## config.mk

```make
export PLATFORM = sky130hd
export DESIGN_NAME = microtile_port_arbiter
export DESIGN_NICKNAME = d
export VERILOG_FILES = /design/src/rtl/microtile_arb_pkg.sv /design/src/rtl/microtile_port_arbiter_rr_arbiter.sv /design/src/rtl/microtile_port_arbiter.sv
export SDC_FILE = /design/constraint.sdc
export NUM_CORES = 1
export LEC_CHECK = 0
export CORE_ASPECT_RATIO = 1.25
export CORE_MARGIN = 2
export CORE_UTILIZATION = 39
export DETAILED_ROUTE_END_ITERATION = 16
export PLACE_DENSITY = 0.88
export SYNTH_ARGS = -nofsm -noshare
export SYNTH_HDL_FRONTEND = slang
export SYNTH_SLANG_ARGS = --single-unit
```

## constraint.sdc

```tcl
create_clock -name clk -period 2.8 [get_ports clk]
set_input_delay 0.56 -clock clk [delete_from_list [all_inputs] [get_ports clk]]
set_output_delay 0.56 -clock clk [all_outputs]
set_load 0.05 [all_outputs]
```

## src/rtl/microtile_arb_pkg.sv

```systemverilog
// Shared definitions for the microtile port arbiter: tile width, FSM
// state encoding and a width helper for index signals.
package microtile_arb_pkg;

    localparam int TILE_W = 8;

    typedef enum logic [1:0] {
        IDLE   = 2'd0,
        SETTLE = 2'd1,
        RESP   = 2'd2
    } arb_state_e;

    // Bits needed to hold an index in 0..n-1, never less than one bit.
    function automatic int grant_w(input int n);
        if (n <= 2) begin
            return 1;
        end
        return $clog2(n);
    endfunction

endpackage

```

## src/rtl/microtile_port_arbiter_rr_arbiter.sv

```systemverilog
// Combinational round-robin picker: first asserted request found when
// scanning upward from rr_ptr, wrapping modulo NUM_REQ.
module rr_arbiter
    import microtile_arb_pkg::*;
#(
    parameter int NUM_REQ = 4
) (
    input  logic [NUM_REQ-1:0]          req,
    input  logic [grant_w(NUM_REQ)-1:0] rr_ptr,
    output logic [NUM_REQ-1:0]          grant,
    output logic [grant_w(NUM_REQ)-1:0] grant_idx,
    output logic                        any_valid
);

    localparam int GW = grant_w(NUM_REQ);

    int idx;

    // Scan from the pointer and latch onto the first valid requester.
    always_comb begin
        grant     = '0;
        grant_idx = '0;
        any_valid = 1'b0;
        idx       = 0;
        for (int k = 0; k < NUM_REQ; k++) begin
            idx = int'(rr_ptr) + k;
            if (idx >= NUM_REQ) begin
                idx = idx - NUM_REQ;
            end
            if (!any_valid && req[idx]) begin
                any_valid  = 1'b1;
                grant[idx] = 1'b1;
                grant_idx  = GW'(idx);
            end
        end
    end

endmodule

```

## src/rtl/microtile_port_arbiter.sv

```systemverilog
// Time-shares one combinational 8-bit microtile among NUM_REQ clients.
// A granted payload is registered onto tile_ui_in, held for SETTLE_CYCLES
// edges, then tile_uo_out is captured and returned over valid/ready.
module microtile_port_arbiter
    import microtile_arb_pkg::*;
#(
    parameter int NUM_REQ       = 4,
    parameter int SETTLE_CYCLES = 2
) (
    input  logic                         clk,
    input  logic                         rst_n,
    input  logic [NUM_REQ-1:0]           req_valid,
    input  logic [NUM_REQ*8-1:0]         req_data,
    output logic [NUM_REQ-1:0]           req_ready,
    output logic [NUM_REQ-1:0]           rsp_valid,
    input  logic [NUM_REQ-1:0]           rsp_ready,
    output logic [7:0]                   rsp_data,
    output logic [7:0]                   tile_ui_in,
    input  logic [7:0]                   tile_uo_out,
    output logic                         busy,
    output logic [$clog2(NUM_REQ)-1:0]   grant_id
);

    localparam int GW    = grant_w(NUM_REQ);
    localparam int CNT_W = grant_w(SETTLE_CYCLES);

    arb_state_e         state;
    arb_state_e         state_nxt;
    logic [GW-1:0]      rr_ptr;
    logic [CNT_W-1:0]   cnt;
    logic [NUM_REQ-1:0] arb_grant;
    logic [GW-1:0]      arb_idx;
    logic               arb_any;
    logic               settle_done;
    logic               rsp_hs;
    logic [GW-1:0]      ptr_nxt;

    rr_arbiter #(
        .NUM_REQ (NUM_REQ)
    ) u_rr (
        .req       (req_valid),
        .rr_ptr    (rr_ptr),
        .grant     (arb_grant),
        .grant_idx (arb_idx),
        .any_valid (arb_any)
    );

    assign settle_done = (cnt == CNT_W'(SETTLE_CYCLES - 1));
    // Only the granted line may complete the response.
    assign rsp_hs      = rsp_ready[grant_id];
    assign ptr_nxt     = (grant_id == GW'(NUM_REQ - 1)) ? '0 : grant_id + GW'(1);

    // State register.
    always_ff @(posedge clk or negedge rst_n) begin
        if (!rst_n) begin
            state <= IDLE;
        end else begin
            state <= state_nxt;
        end
    end

    // Next-state logic; RESP always returns to IDLE so accepts get a bubble.
    always_comb begin
        state_nxt = state;
        case (state)
            IDLE:    if (arb_any)     state_nxt = SETTLE;
            SETTLE:  if (settle_done) state_nxt = RESP;
            RESP:    if (rsp_hs)      state_nxt = IDLE;
            default: state_nxt = IDLE;
        endcase
    end

    // Outputs decoded from state: accept only while idle.
    always_comb begin
        req_ready = '0;
        busy      = (state != IDLE);
        if (state == IDLE) begin
            req_ready = arb_grant;
        end
    end

    // Transaction registers; tile_ui_in only moves on an accept edge.
    always_ff @(posedge clk or negedge rst_n) begin
        if (!rst_n) begin
            tile_ui_in <= '0;
            rsp_data   <= '0;
            rsp_valid  <= '0;
            grant_id   <= '0;
            rr_ptr     <= '0;
            cnt        <= '0;
        end else begin
            case (state)
                IDLE: begin
                    if (arb_any) begin
                        tile_ui_in <= req_data[int'(arb_idx)*TILE_W +: TILE_W];
                        grant_id   <= arb_idx;
                        cnt        <= '0;
                    end
                end
                SETTLE: begin
                    cnt <= cnt + CNT_W'(1);
                    if (settle_done) begin
                        rsp_data  <= tile_uo_out;
                        rsp_valid <= NUM_REQ'(1) << grant_id;
                    end
                end
                RESP: begin
                    if (rsp_hs) begin
                        rsp_valid <= '0;
                        rr_ptr    <= ptr_nxt;
                    end
                end
                default: begin
                    rsp_valid <= '0;
                end
            endcase
        end
    end

endmodule
```

==> impl_metrics.env <==
export IMPL_fin_crit_sh_pct=100.8
export IMPL_violations="negative setup slack"
export IMPL_antenna_diode_count=0
export IMPL_syn_cell_area_sq_um=1814
export IMPL_outcome="complete, but fails checks"
export IMPL_path_class="reg -> out"
export IMPL_clk_path_buf_depth=2
export IMPL_crit_required_ns=2.24
export IMPL_ir_drop_v=0.0007572
export IMPL_grt_max_degree=31
export IMPL_setup_violations=4
export IMPL_ys_flop_type="dfrtp_1"
export IMPL_instances_no_fill=328
export IMPL_clk_pin_slew_ns=0.09
export IMPL_hold_class="reg -> reg"
export IMPL_ys_top_cells_by_count="nand2_1 (33), dfrtp_1 (27), mux2i_1 (21)"
export IMPL_cts_tree="done"
export IMPL_ys_seq_area_share_pct=37.24
export IMPL_dp_hpwl_um=3626
export IMPL_worst_pin_slew_ns=1.036
export IMPL_overflow=0
export IMPL_antenna_found_initial=0
export IMPL_fp_dieH_um=80.26
export IMPL_cp_data_arrival_time_ns=2.26
export IMPL_synth_largest_area_cell="dfrtp_1"
export IMPL_cts_made_buffers=3
export IMPL_fill_cells=350
export IMPL_wl_um=4711
export IMPL_dp_cells=319
export IMPL_layout_drive_gt1_share_pct=22.22
export IMPL_crit_fanout=6
export IMPL_synth_top_area_share_pct=37.24
export IMPL_hold_buffers=0
export IMPL_utilization_pct=66.50
export IMPL_yosysUniqueCellTypes=36
export IMPL_hold_viol=0
export IMPL_ys_ff_latch=27
export IMPL_final_nets=329
export IMPL_first_global_vias=1727
export IMPL_avgSynthCellArea_sq_um=10.31
export IMPL_gr_usage_all_layers_pct=19.43
export IMPL_port_buffers=76
export IMPL_yosys_warnings=0
export IMPL_synthArstFlopShare_pct=100.0
export IMPL_cts_sink_count=27
export IMPL_start_kind="register"
export IMPL_end_kind="primary output"
export IMPL_grt_pass1_wl_um=7941
export IMPL_maxCapViolCount=0
export IMPL_io_pins=77
export IMPL_drt_pass1_iterations=4
export IMPL_root_buffer="clkbuf_8"
export IMPL_max_freq_mhz=354.1
export IMPL_synth_edf_count=0
export IMPL_rows=27
export IMPL_rsz0062_at_grt="yes"
export IMPL_fin_skew_ns=0.002816
export IMPL_core_sq_um=4425
export IMPL_htreeDepth=1
export IMPL_ys_top_cells_by_area="dfrtp_1 (37%), mux2i_1 (12%), nand2_1 (6.8%)"
export IMPL_start_util_pct=41.00
export IMPL_drtAntennaViolNets=0
export IMPL_place_gp_congestion=0.7556
export IMPL_leakage_nw=1.329
export IMPL_syn_nets=234
export IMPL_power_density_nw_per_um2=1309
export IMPL_setup_slack_ns=-0.02369
export IMPL_die_area_sq_um=5217
export IMPL_yosysMostFrequentCell="nand2_1"
export IMPL_synthCells=176
export IMPL_syn2layout_area_growth_pct=62.21
export IMPL_vias_per_cell=5.052
export IMPL_slew_headroom_pct=30.91
export IMPL_insertion_delay_ns=0.27
export IMPL_fp_dieW_um=65.01
export IMPL_drc_errors=0
export IMPL_fin_crit_ns=2.824
export IMPL_drt_iter0_markers=27
export IMPL_maxSlewViolCount=0
export IMPL_routedWlPerCell_um=14.36
export IMPL_place_ws_ns=-0.2707
export IMPL_routed_via_count=1657
-- metrics by stage --
step	setup TNS (ns)	total power [W]	cell area (sq um)	hold WS (ns)
final	-0.07766	0.003851	2943	0.4850
after global routing	-0.5015	0.004105	2943	0.5222
after CTS	-0.2689	0.003877	2935	0.4899
after detailed placement	-2.738	0.003498	2813	0.4677
after global placement	-2.397	0.003442	2813	0.4583
after floorplan	-0.2712	0.002684	1874	0.2644
-- where the power goes --
group / internal (W) / switching [W]
Clock: 0.000102 / 0.000123
Sequential: 0.000583 / 0.000145
Combinational: 0.00125 / 0.00165
Total: 0.00194 / 0.00191
-- logic make-up after synthesis --
family,count (synthesis),synth area share (%)
muxes,27,17.59
and+or+nand+nor,63,16.00
adders and majority gates,8,5.517
buffers and inverters,13,4.966
DFF,27,37.24
AOI/OAI and AO/OA,35,15.17
xor gates and xnor gates,3,3.517
-- metal layers --
| layer | track usage [%] | wire [um] | vias up |
|---|---|---|---|
| met1 | 22.13 | 1739 | 784 |
| met4 | 6.383 | 55 | 0 |
| met3 | 4.062 | 303 | 5 |
| li1 | - | - | 817 |
| met5 | 0 | 0 | - |
| met2 | 35.67 | 2612 | 51 |
-- critical path: stages, from the launching register on --
cell,delay (ns)
dfrtp_1,0.37
inv_2,0.06
ha_4,0.27
mux4_2,0.58
nor2_4,0.15
a22o_1,0.17
mux2i_2,0.09
a21oi_4,0.16
buf_12,0.15
-- layout make-up --
cell class	instances	area [sq um]	share of cell area, %
Sequential cell	27	675.6	22.96
Inverter	5	18.77	0.6378
Timing Repair Buffer	98	968.4	32.91
Clock buffer	4	45.04	1.531
Multi-Input combinational cell	136	1162	39.50
Tap cell	58	72.57	2.466
-- state kept, by name, summed over array words and instances, names as in the netlist --
name / count
rsp_data: 8
tile_ui_in: 8
rsp_valid: 4
grant_id: 2
rr_ptr: 2
state: 2
cnt: 1
-- path summary, 6_finish.rpt --
path	start	endpoint	slack, ns	depth (start not counted)
min in group asynchronous	rst_n	rsp_data[5]$_DFFE_PN0P_	0.67	2
max	rr_ptr[1]$_DFFE_PN0P_	req_ready[0]	-0.02	8
max reg2reg	rr_ptr[0]$_DFFE_PN0P_	tile_ui_in[3]$_DFFE_PN0P_	0.20	9
max in group asynchronous	rst_n	rsp_data[2]$_DFFE_PN0P_	1.88	2
min reg2reg	rsp_data[0]$_DFFE_PN0P_	rsp_data[0]$_DFFE_PN0P_	0.48	2
min	rsp_data[0]$_DFFE_PN0P_	rsp_data[0]$_DFFE_PN0P_	0.48	2
-- what timing repair did --
action / in CTS / in global routing
pin swaps: 11 / 8
setup buffers: 4 / 1
gates resized for setup: 22 / 0
endpoints found under the setup margin: 4 / 4
-- cells in the final DEF (no fill, tap or decap), types with 2 or more instances in the layout --
cell,instances
mux4_2,2
dfrtp_1,27
a21oi_4,4
mux2i_2,4
o21ai_0,5
clkdlybuf4s50_1,68
buf_4,20
buf_12,4
nand2b_1,2
inv_2,2
a21o_1,2
mux2_4,2
a22o_1,8
xnor2_4,2
buf_6,2
mux2i_4,2
nor2_1,3
nand2_1,29
nor3_1,16
clkbuf_8,3
and2_1,2
dlygate4sd2_1,4
mux2i_1,16
inv_1,3
ha_1,7
nand2_2,4
a211o_1,8
Note: power is estimated with default switching activity, not from simulation.
